<file path="config.mk">
export PLATFORM = sky130hd
export DESIGN_NAME = line_cache
export DESIGN_NICKNAME = d
export VERILOG_FILES = /design/src/rtl/line_cache.sv
export SDC_FILE = /design/constraint.sdc
export NUM_CORES = 1
export LEC_CHECK = 0
export CAP_MARGIN = 20
export CELL_PAD_IN_SITES_DETAIL_PLACEMENT = 1
export CELL_PAD_IN_SITES_GLOBAL_PLACEMENT = 1
export CORE_MARGIN = 5
export CORE_UTILIZATION = 55
export DETAILED_ROUTE_END_ITERATION = 16
export PLACE_DENSITY_LB_ADDON = 0.2
export SYNTH_ARGS = -nofsm -noshare
export SYNTH_HDL_FRONTEND = slang
export SYNTH_SLANG_ARGS = --single-unit
</file>
<file path="constraint.sdc">
create_clock -name clk -period 9.2 [get_ports clk]
set_input_delay 1.84 -clock clk [delete_from_list [all_inputs] [get_ports clk]]
set_output_delay 1.84 -clock clk [all_outputs]
set_load 0.02 [all_outputs]
</file>
<file path="src/rtl/line_cache.sv">
// Direct-mapped, write-through, no-write-allocate cache with 4-word lines.
// Misses fill a whole line from a multi-cycle memory. Writes go straight
// through to memory and update the cached word only when the line is present.
module line_cache #(
  parameter int WORD_SIZE = 16,
  parameter int NUM_LINES = 8
) (
  input  logic                   clk,
  input  logic                   reset,
  input  logic                   cpu_read,
  input  logic                   cpu_write,
  input  logic [WORD_SIZE-1:0]   cpu_addr,
  input  logic [WORD_SIZE-1:0]   cpu_wdata,
  output logic [WORD_SIZE-1:0]   cpu_rdata,
  output logic                   cpu_ready,
  output logic                   mem_read,
  output logic                   mem_write,
  output logic [WORD_SIZE-1:0]   mem_addr,
  output logic [WORD_SIZE-1:0]   mem_wdata,
  input  logic [4*WORD_SIZE-1:0] mem_rdata,
  input  logic                   mem_ack,
  output logic [WORD_SIZE-1:0]   num_hit,
  output logic [WORD_SIZE-1:0]   num_access
);

  localparam int IDX_W = $clog2(NUM_LINES);
  localparam int TAG_W = WORD_SIZE - 2 - IDX_W;

  typedef enum logic [1:0] {IDLE, FILL, WRITE} state_t;

  state_t               state, state_next;
  logic [NUM_LINES-1:0] valid;
  logic [TAG_W-1:0]     tags  [NUM_LINES];
  logic [WORD_SIZE-1:0] words [NUM_LINES][4];
  logic                 fill_pending;
  logic [WORD_SIZE-1:0] addr_q;
  logic [WORD_SIZE-1:0] wdata_q;

  logic [1:0]           cpu_off, req_off;
  logic [IDX_W-1:0]     cpu_idx, req_idx;
  logic [TAG_W-1:0]     cpu_tag, req_tag;
  logic                 cpu_hit, req_hit, accept;

  // The outstanding request is decoded from the latched address so the
  // fill / write-through target cannot drift while the CPU stalls.
  assign cpu_off = cpu_addr[1:0];
  assign cpu_idx = cpu_addr[2 +: IDX_W];
  assign cpu_tag = cpu_addr[WORD_SIZE-1 -: TAG_W];
  assign req_off = addr_q[1:0];
  assign req_idx = addr_q[2 +: IDX_W];
  assign req_tag = addr_q[WORD_SIZE-1 -: TAG_W];
  assign cpu_hit = valid[cpu_idx] && (tags[cpu_idx] == cpu_tag);
  assign req_hit = valid[req_idx] && (tags[req_idx] == req_tag);
  assign accept  = cpu_ready && (cpu_read || cpu_write);

  assign mem_addr  = addr_q;
  assign mem_wdata = wdata_q;

  // State register
  always_ff @(posedge clk) begin
    if (reset) state <= IDLE;
    else       state <= state_next;
  end

  // Next-state logic; a write wins over a simultaneous read
  always_comb begin
    state_next = state;
    case (state)
      IDLE: begin
        if (cpu_write)                state_next = WRITE;
        else if (cpu_read && !cpu_hit) state_next = FILL;
      end
      FILL:    if (mem_ack) state_next = IDLE;
      WRITE:   if (mem_ack) state_next = IDLE;
      default: state_next = IDLE;
    endcase
  end

  // Output logic: read hits and write acks complete combinationally
  always_comb begin
    cpu_ready = 1'b0;
    cpu_rdata = '0;
    mem_read  = 1'b0;
    mem_write = 1'b0;
    case (state)
      IDLE: begin
        if (!reset && cpu_read && !cpu_write && cpu_hit) begin
          cpu_ready = 1'b1;
          cpu_rdata = words[cpu_idx][cpu_off];
        end
      end
      FILL:  mem_read = 1'b1;
      WRITE: begin
        mem_write = 1'b1;
        if (!reset && mem_ack) cpu_ready = 1'b1;
      end
      default: ;
    endcase
  end

  // Request latch, valid bits, fill-pending flag and statistics counters
  always_ff @(posedge clk) begin
    if (reset) begin
      addr_q       <= '0;
      wdata_q      <= '0;
      valid        <= '0;
      fill_pending <= 1'b0;
      num_hit      <= '0;
      num_access   <= '0;
    end else begin
      if (state == IDLE) begin
        if (cpu_write) begin
          addr_q  <= cpu_addr;
          wdata_q <= cpu_wdata;
        end else if (cpu_read && !cpu_hit) begin
          addr_q <= {cpu_addr[WORD_SIZE-1:2], 2'b00};
        end
      end
      if (state == FILL && mem_ack) begin
        valid[req_idx] <= 1'b1;
        fill_pending   <= 1'b1;
      end
      if (accept) begin
        num_access   <= num_access + 1'b1;
        fill_pending <= 1'b0;
        if ((state == IDLE && !fill_pending) || (state == WRITE && req_hit))
          num_hit <= num_hit + 1'b1;
      end
    end
  end

  // Tag and data arrays: line fill on read ack, word update on write-hit ack
  always_ff @(posedge clk) begin
    if (state == FILL && mem_ack) begin
      tags[req_idx] <= req_tag;
      for (int unsigned k = 0; k < 4; k++)
        words[req_idx][k] <= mem_rdata[k*WORD_SIZE +: WORD_SIZE];
    end else if (state == WRITE && mem_ack && req_hit) begin
      words[req_idx][req_off] <= wdata_q;
    end
  end

endmodule

</file>
# Word-level counts from Yosys, hierarchy flattened
# Memory sizes are Yosys's and may differ from the RTL's. A register that Yosys moved wholly into a read port is not among the register bits.
# Cells that the tools add are included.
word_totals:
  regBits: 75
  ram_bits: 600
  inputBits: 101
  elab_cells: 214
  n_memories: 2
classes:
  add_sub_neg: 2
  order_cmp: 6
  eq_ne: 6
  n_mux: 95
  bitwise: 67
  n_reduce_logical: 29
memory_table:
  columns: ["name", "words", "word_bits", "rd", "rd_clocked_by_memory_dff", "write_ports", "line", "source"]
  rows:
  - ["words", 8, 64, 1, 0, 1, "34", "logic [WORD_SIZE-1:0] words [NUM_LINES][4];"]
  - ["tags", 8, 11, 2, 1, 1, "33", "logic [TAG_W-1:0] tags [NUM_LINES];"]
op_table:
  columns: ["op", "count"]
  rows:
  - ["2-to-1 mux 16 bit", 7]
  - ["2-to-1 mux 1 bit", 75]
  - ["2-to-1 mux 64 bit", 1]
  - ["bitwise OR 1 bit", 64]
  - ["adder 16 x 1 -> 16 bit (second input constant)", 2]
  - ["binary-select mux 16 bit (select 2 bit)", 1]
  - ["demux 16 bit (select 2 bit)", 1]
  - ["== test 11 bit", 2]
  - ["logical AND 1 bit", 15]
  - ["< comparator 3 x 4 -> 1 bit (second input constant)", 2]
  - ["bitwise OR 8 bit", 1]
  - ["AND reduction 2 bit", 4]
  - ["binary-select mux 1 bit (select 3 bit)", 2]
  - ["greater-or-equal comparator 3 bit (second input constant)", 2]
  - ["2-to-1 mux 2 bit", 3]
  - ["2-to-1 mux 3 bit", 2]
  - ["NOT 2 -> 3 bit", 2]
  - ["logical NOT 1 bit", 4]
  - ["case mux 2 bit (2 select lines)", 1]
  - ["OR reduction 2 bit", 2]
  - ["demux 1 bit (select 3 bit)", 1]
  - ["greater-or-equal comparator 3 x 1 -> 1 bit (second input constant)", 1]
  - ["< comparator 3 x 1 -> 1 bit (second input constant)", 1]
  - ["inequality test 3 bit (second input constant)", 1]
  - ["7 further kinds", 8]

# Longest topological paths before layout
logic_depth:
  word_depth: 9
  depth_mapped: 13

# Worst setup path after synthesis
# Ideal clock, no wire load.
synth_path:
  path_kind: "in2out"
  startpoint: "in cpu_addr[2]"
  endpoint: "out cpu_rdata[10]"
  arrival_time_ns: 4.448
  path_slack_ns: 2.912
  stages: 9
  cell_sequence: "buf_4 buf_4 buf_4 clkbuf_1 buf_1 mux4_2 mux4_2 mux2i_1 nor2_1"
synth_between:
  elab_chain_len: 6
synth_rtl:
  columns: ["item", "line", "source"]
  rows:
  - ["start: declaration", "12", "input logic [WORD_SIZE-1:0] cpu_addr,"]
  - ["memory (8 x 64 bit), or another cell as far along", null, null]
  - ["binary-select mux 16 bit (select 2 bit), or another cell as far along", "89", "cpu_rdata = words[cpu_idx][cpu_off];"]
  - ["2-to-1 mux 16 bit (not written as such) / logical AND 1 bit (equally long branches)", "89, 52", null]
  - ["2-to-1 mux 16 bit (not written as such) / logical AND 1 bit (equally long branches)", "89, 87", null]
  - ["2-to-1 mux 16 bit (*)", "87", "if (!reset && cpu_read && !cpu_write && cpu_hit) begin"]
  - ["2-to-1 mux 16 bit (*)", "85", "case (state)"]
  - ["end: declaration", "14", "output logic [WORD_SIZE-1:0] cpu_rdata,"]
# Every way passes the cells marked *; elsewhere a longest branch is shown, timed or not. The select of a mux whose other input is x is not followed.

# Final worst setup path
layout_path:
  startpoint: "in cpu_addr[3]"
  endpoint: "out cpu_ready"
layout_between:
  elab_chain_len: 6
layout_rtl:
  columns: ["item", "line", "source"]
  rows:
  - ["memory (8 x 11 bit) / binary-select mux 1 bit (select 3 bit) (equally long branches)", null, null]
  - ["== test 11 bit / 2-to-1 mux 1 bit (equally long branches)", "52", "assign cpu_hit = valid[cpu_idx] && (tags[cpu_idx] == cpu_tag);"]
  - ["logical AND 1 bit (*)", "52", null]
  - ["logical AND 1 bit (*)", "87", null]
  - ["2-to-1 mux 1 bit (*)", "87", null]
  - ["case mux 1 bit (2 select lines) (*)", "85", null]
  - ["end: declaration", "15", "output logic cpu_ready,"]
# Marked as above.

==> impl_metrics.ini <==
[run_status]
status = completed

[sta]
fin_crit_sh_pct = 83.5
period_needed_ns = 7.68
skew_ns = 0.0237
tns_ns = 0
finalHoldViolCount = 0
worstMarginPinSlew_ns = 1.06
setup_viol_count_final = 0
fin_ws_ns = 1.52
fmax_ghz = 0.130
slew_viol_final = 0
max-slew-margin-rel_pct = 29.4
rsz0062_at_grt = no

[worst_setup_path]
endpoint_kind = primary output
ff2ff_setup_slack_ns = 5.02
crit_required_ns = 7.36
rr_endpoint = words[0][4]
r2r_cells = 11
worst_setup_path_start_kind = input port
arrival_ns = 5.84
worstSetupPathType = input port to primary output
worstPathMaxFanout = 78

[logic_synthesis]
post-synth-top-count-cell = edfxtp_1
synth_area_per_cell_um2 = 18.6
synth-edff-count = 600
syn_area_um2 = 28400
synthArstFlopShare_pct = 0
syn_nets = 1633
ys_top_cells_by_count = 600 x edfxtp_1, 191 x mux4_2, 79 x nand2_1
ys_seq_area_share_pct = 68.9
yosys.area.top_type = edfxtp_1
yosysTopAreaCellShare_pct = 63.4
yosys_warnings = 0
netlist_top_cells_area = edfxtp_1 63%, mux4_2 15%, dfxtp_1 5.5%
synth.ff_latch_count = 678
synthCells = 1527
synth_cell_type_count = 58
yosys_most_used_dff = edfxtp_1

[layout]
fin_area_um2 = 33300
final_layout_size_suffix_gt1_share_pct = 25.8
syn_to_final_growth_pct = 17.2
nNetsFinal = 1833

[global_route]
met2_usage_pct = 44.7
gr-usage-met1_pct = 39.8
grt_pass1_vias = 16800
antenna_found_initial = 5
grt.busiest_layer = met2
grt-ovfl-total = 0
grt_max_degree = 79
grt_first_pass_wirelength_mm = 118
use_met3_pct = 7.66
grt_use_total_pct = 28.7

[power_and_ir_drop]
p_leak_nw = 10.7
powerDensity_nw_per_um2 = 206
peakVddDrop_mv = 0.137

[detailed_routing]
routed_wl_mm = 81.1
first_pass_iters = 6
drc = 0
antenna_left = 0
avgViaCountPerCell = 6.56
first_iter_violations = 1611
avgRoutedWirePerCell_um = 33.0
vias = 16100

[floorplanning]
io_pins = 184
chipHeight_um = 237
dieArea_um2 = 56300
core_um2 = 51300
start_util_pct = 55.4
rows = 83
die_w_um = 237

[cts]
ctsHoldBuffers = 0
cts.sink_count = 678
insertion_delay_ns = 0.61
clockBufferDepth = 3
path_clk_slew_ns = 0.06
cts_root_buffer = clkbuf_16
cts.repair.resized = 0
h-tree-depth = 3
cts_tree = done
postCtsSetupRepairBufs = 0
cts_buffers = 69

[min_path]
whs_path_depth = 2
min_from = mem_wdata[5]
hold_class = register to register
hold-path-endpoint = mem_wdata[5]

[placed_design]
pre_cts_slack_ns = 1.50
io_buffers = 183
gp_congestion = 0.820
place_area_um2 = 31000
hpwl_mm = 50.5

[run]
max_cap_viol_count = 0
==> registers in the layout (all words and copies together) (netlist names), named ones only <==
name          cells
tags             88
mem_addr         16
num_access       16
valid             8
mem_wdata        16
num_hit          16
words           512
state             2
fill_pending      1
==> area by class of cell <==
| cell class | instances | area (um^2) |
|---|---|---|
| Inverter | 12 | 45.0 |
| Timing Repair Buffer | 225 | 2180 |
| Tap cell | 680 | 851 |
| Antenna cell | 1 | 2.50 |
| Sequential cell | 678 | 19600 |
| Fill cell | 4361 | 18000 |
| Clock inverter | 34 | 372 |
| Clock buffer | 87 | 1870 |
| Multi-Input combinational cell | 741 | 8420 |
==> how the worst max path moves through the flow <==
stage	from	endpoint	slack (ns)	cells after the start
3_3_place_gp	cpu_addr[3]	cpu_ready	1.54	10
2_1_floorplan	cpu_addr[2]	cpu_rdata[10]	2.91	9
3_5_place_dp	cpu_addr[3]	cpu_ready	1.50	10
5_1_grt	cpu_addr[3]	cpu_ready	1.38	10
6_report	cpu_addr[3]	cpu_ready	1.52	10
4_1_cts	cpu_addr[3]	cpu_ready	1.46	10
==> placed cells by master (no fill, tap or decap), types with 8 or more instances in the layout <==
master / synthesis / layout
mux4_2: 191 / 191
clkinv_2: 0 / 9
or4_1: 21 / 21
clkinv_1: 0 / 9
nor2_1: 50 / 42
clkdlybuf4s50_1: 0 / 178
inv_1: 12 / 12
a21oi_2: 0 / 13
nand3_1: 16 / 16
a21oi_1: 63 / 50
o31ai_1: 20 / 20
xnor2_1: 12 / 12
clkbuf_1: 41 / 14
mux2_4: 24 / 24
clkbuf_16: 0 / 72
mux2i_1: 70 / 70
nor2_2: 0 / 8
o21ai_0: 11 / 11
or3_1: 9 / 9
mux2_2: 50 / 50
o21ba_2: 16 / 16
edfxtp_1: 600 / 600
buf_4: 5 / 41
nand2_1: 79 / 79
nand4_1: 9 / 9
dfxtp_1: 78 / 78
==> worst max-delay path, stage by stage <==
cell,delay [ns]
buf_6,0.62
mux4_2,0.61
mux2i_1,0.17
xor2_1,0.20
nand2_1,0.08
or3_1,0.33
nor3_1,0.33
nand2_1,0.54
o21ai_0,0.40
clkdlybuf4s50_1,0.69
==> cell families (layout without fill, tap and decap cells) <==
family | after synthesis | count (layout) | synth area share (%)
simple gates | 235 | 235 | 4.19
other cells | 0 | 1 | 0
mux | 335 | 335 | 20.8
xor+xnor | 19 | 19 | 0.585
buf+inv | 108 | 358 | 1.85
flops | 678 | 678 | 68.9
fa+ha+maj | 5 | 5 | 0.220
compound gates | 147 | 147 | 3.45
==> metrics by stage <==
stage	instances	hold WS [ns]	power (mW)	util (%)
2_1_floorplan	1527	0.441	3.86	-
3_3_place_gp	2334	0.450	4.10	60.5
3_5_place_dp	2334	0.458	4.12	60.5
4_1_cts	2455	0.466	6.90	64.8
5_1_grt	2457	0.477	7.11	64.9
6_report	2458	0.468	6.88	65.0
==> per-layer routing <==
| layer | up-vias | part of all wire (%) |
|---|---|---|
| met5 | - | 0.039 |
| met4 | 6 | 3.8 |
| met3 | 142 | 9.4 |
| met2 | 859 | 47 |
| met1 | 8497 | 39 |
| li1 | 6631 | - |
==> power by group <==
| group | internal (mW) | switching (mW) | leakage [nW] |
|---|---|---|---|
| sequential | 3.40 | 0.0643 | 6.05 |
| combinational | 0.260 | 0.331 | 3.57 |
| clock | 1.64 | 1.18 | 1.09 |
Note: power is estimated with default switching activity, not from simulation.
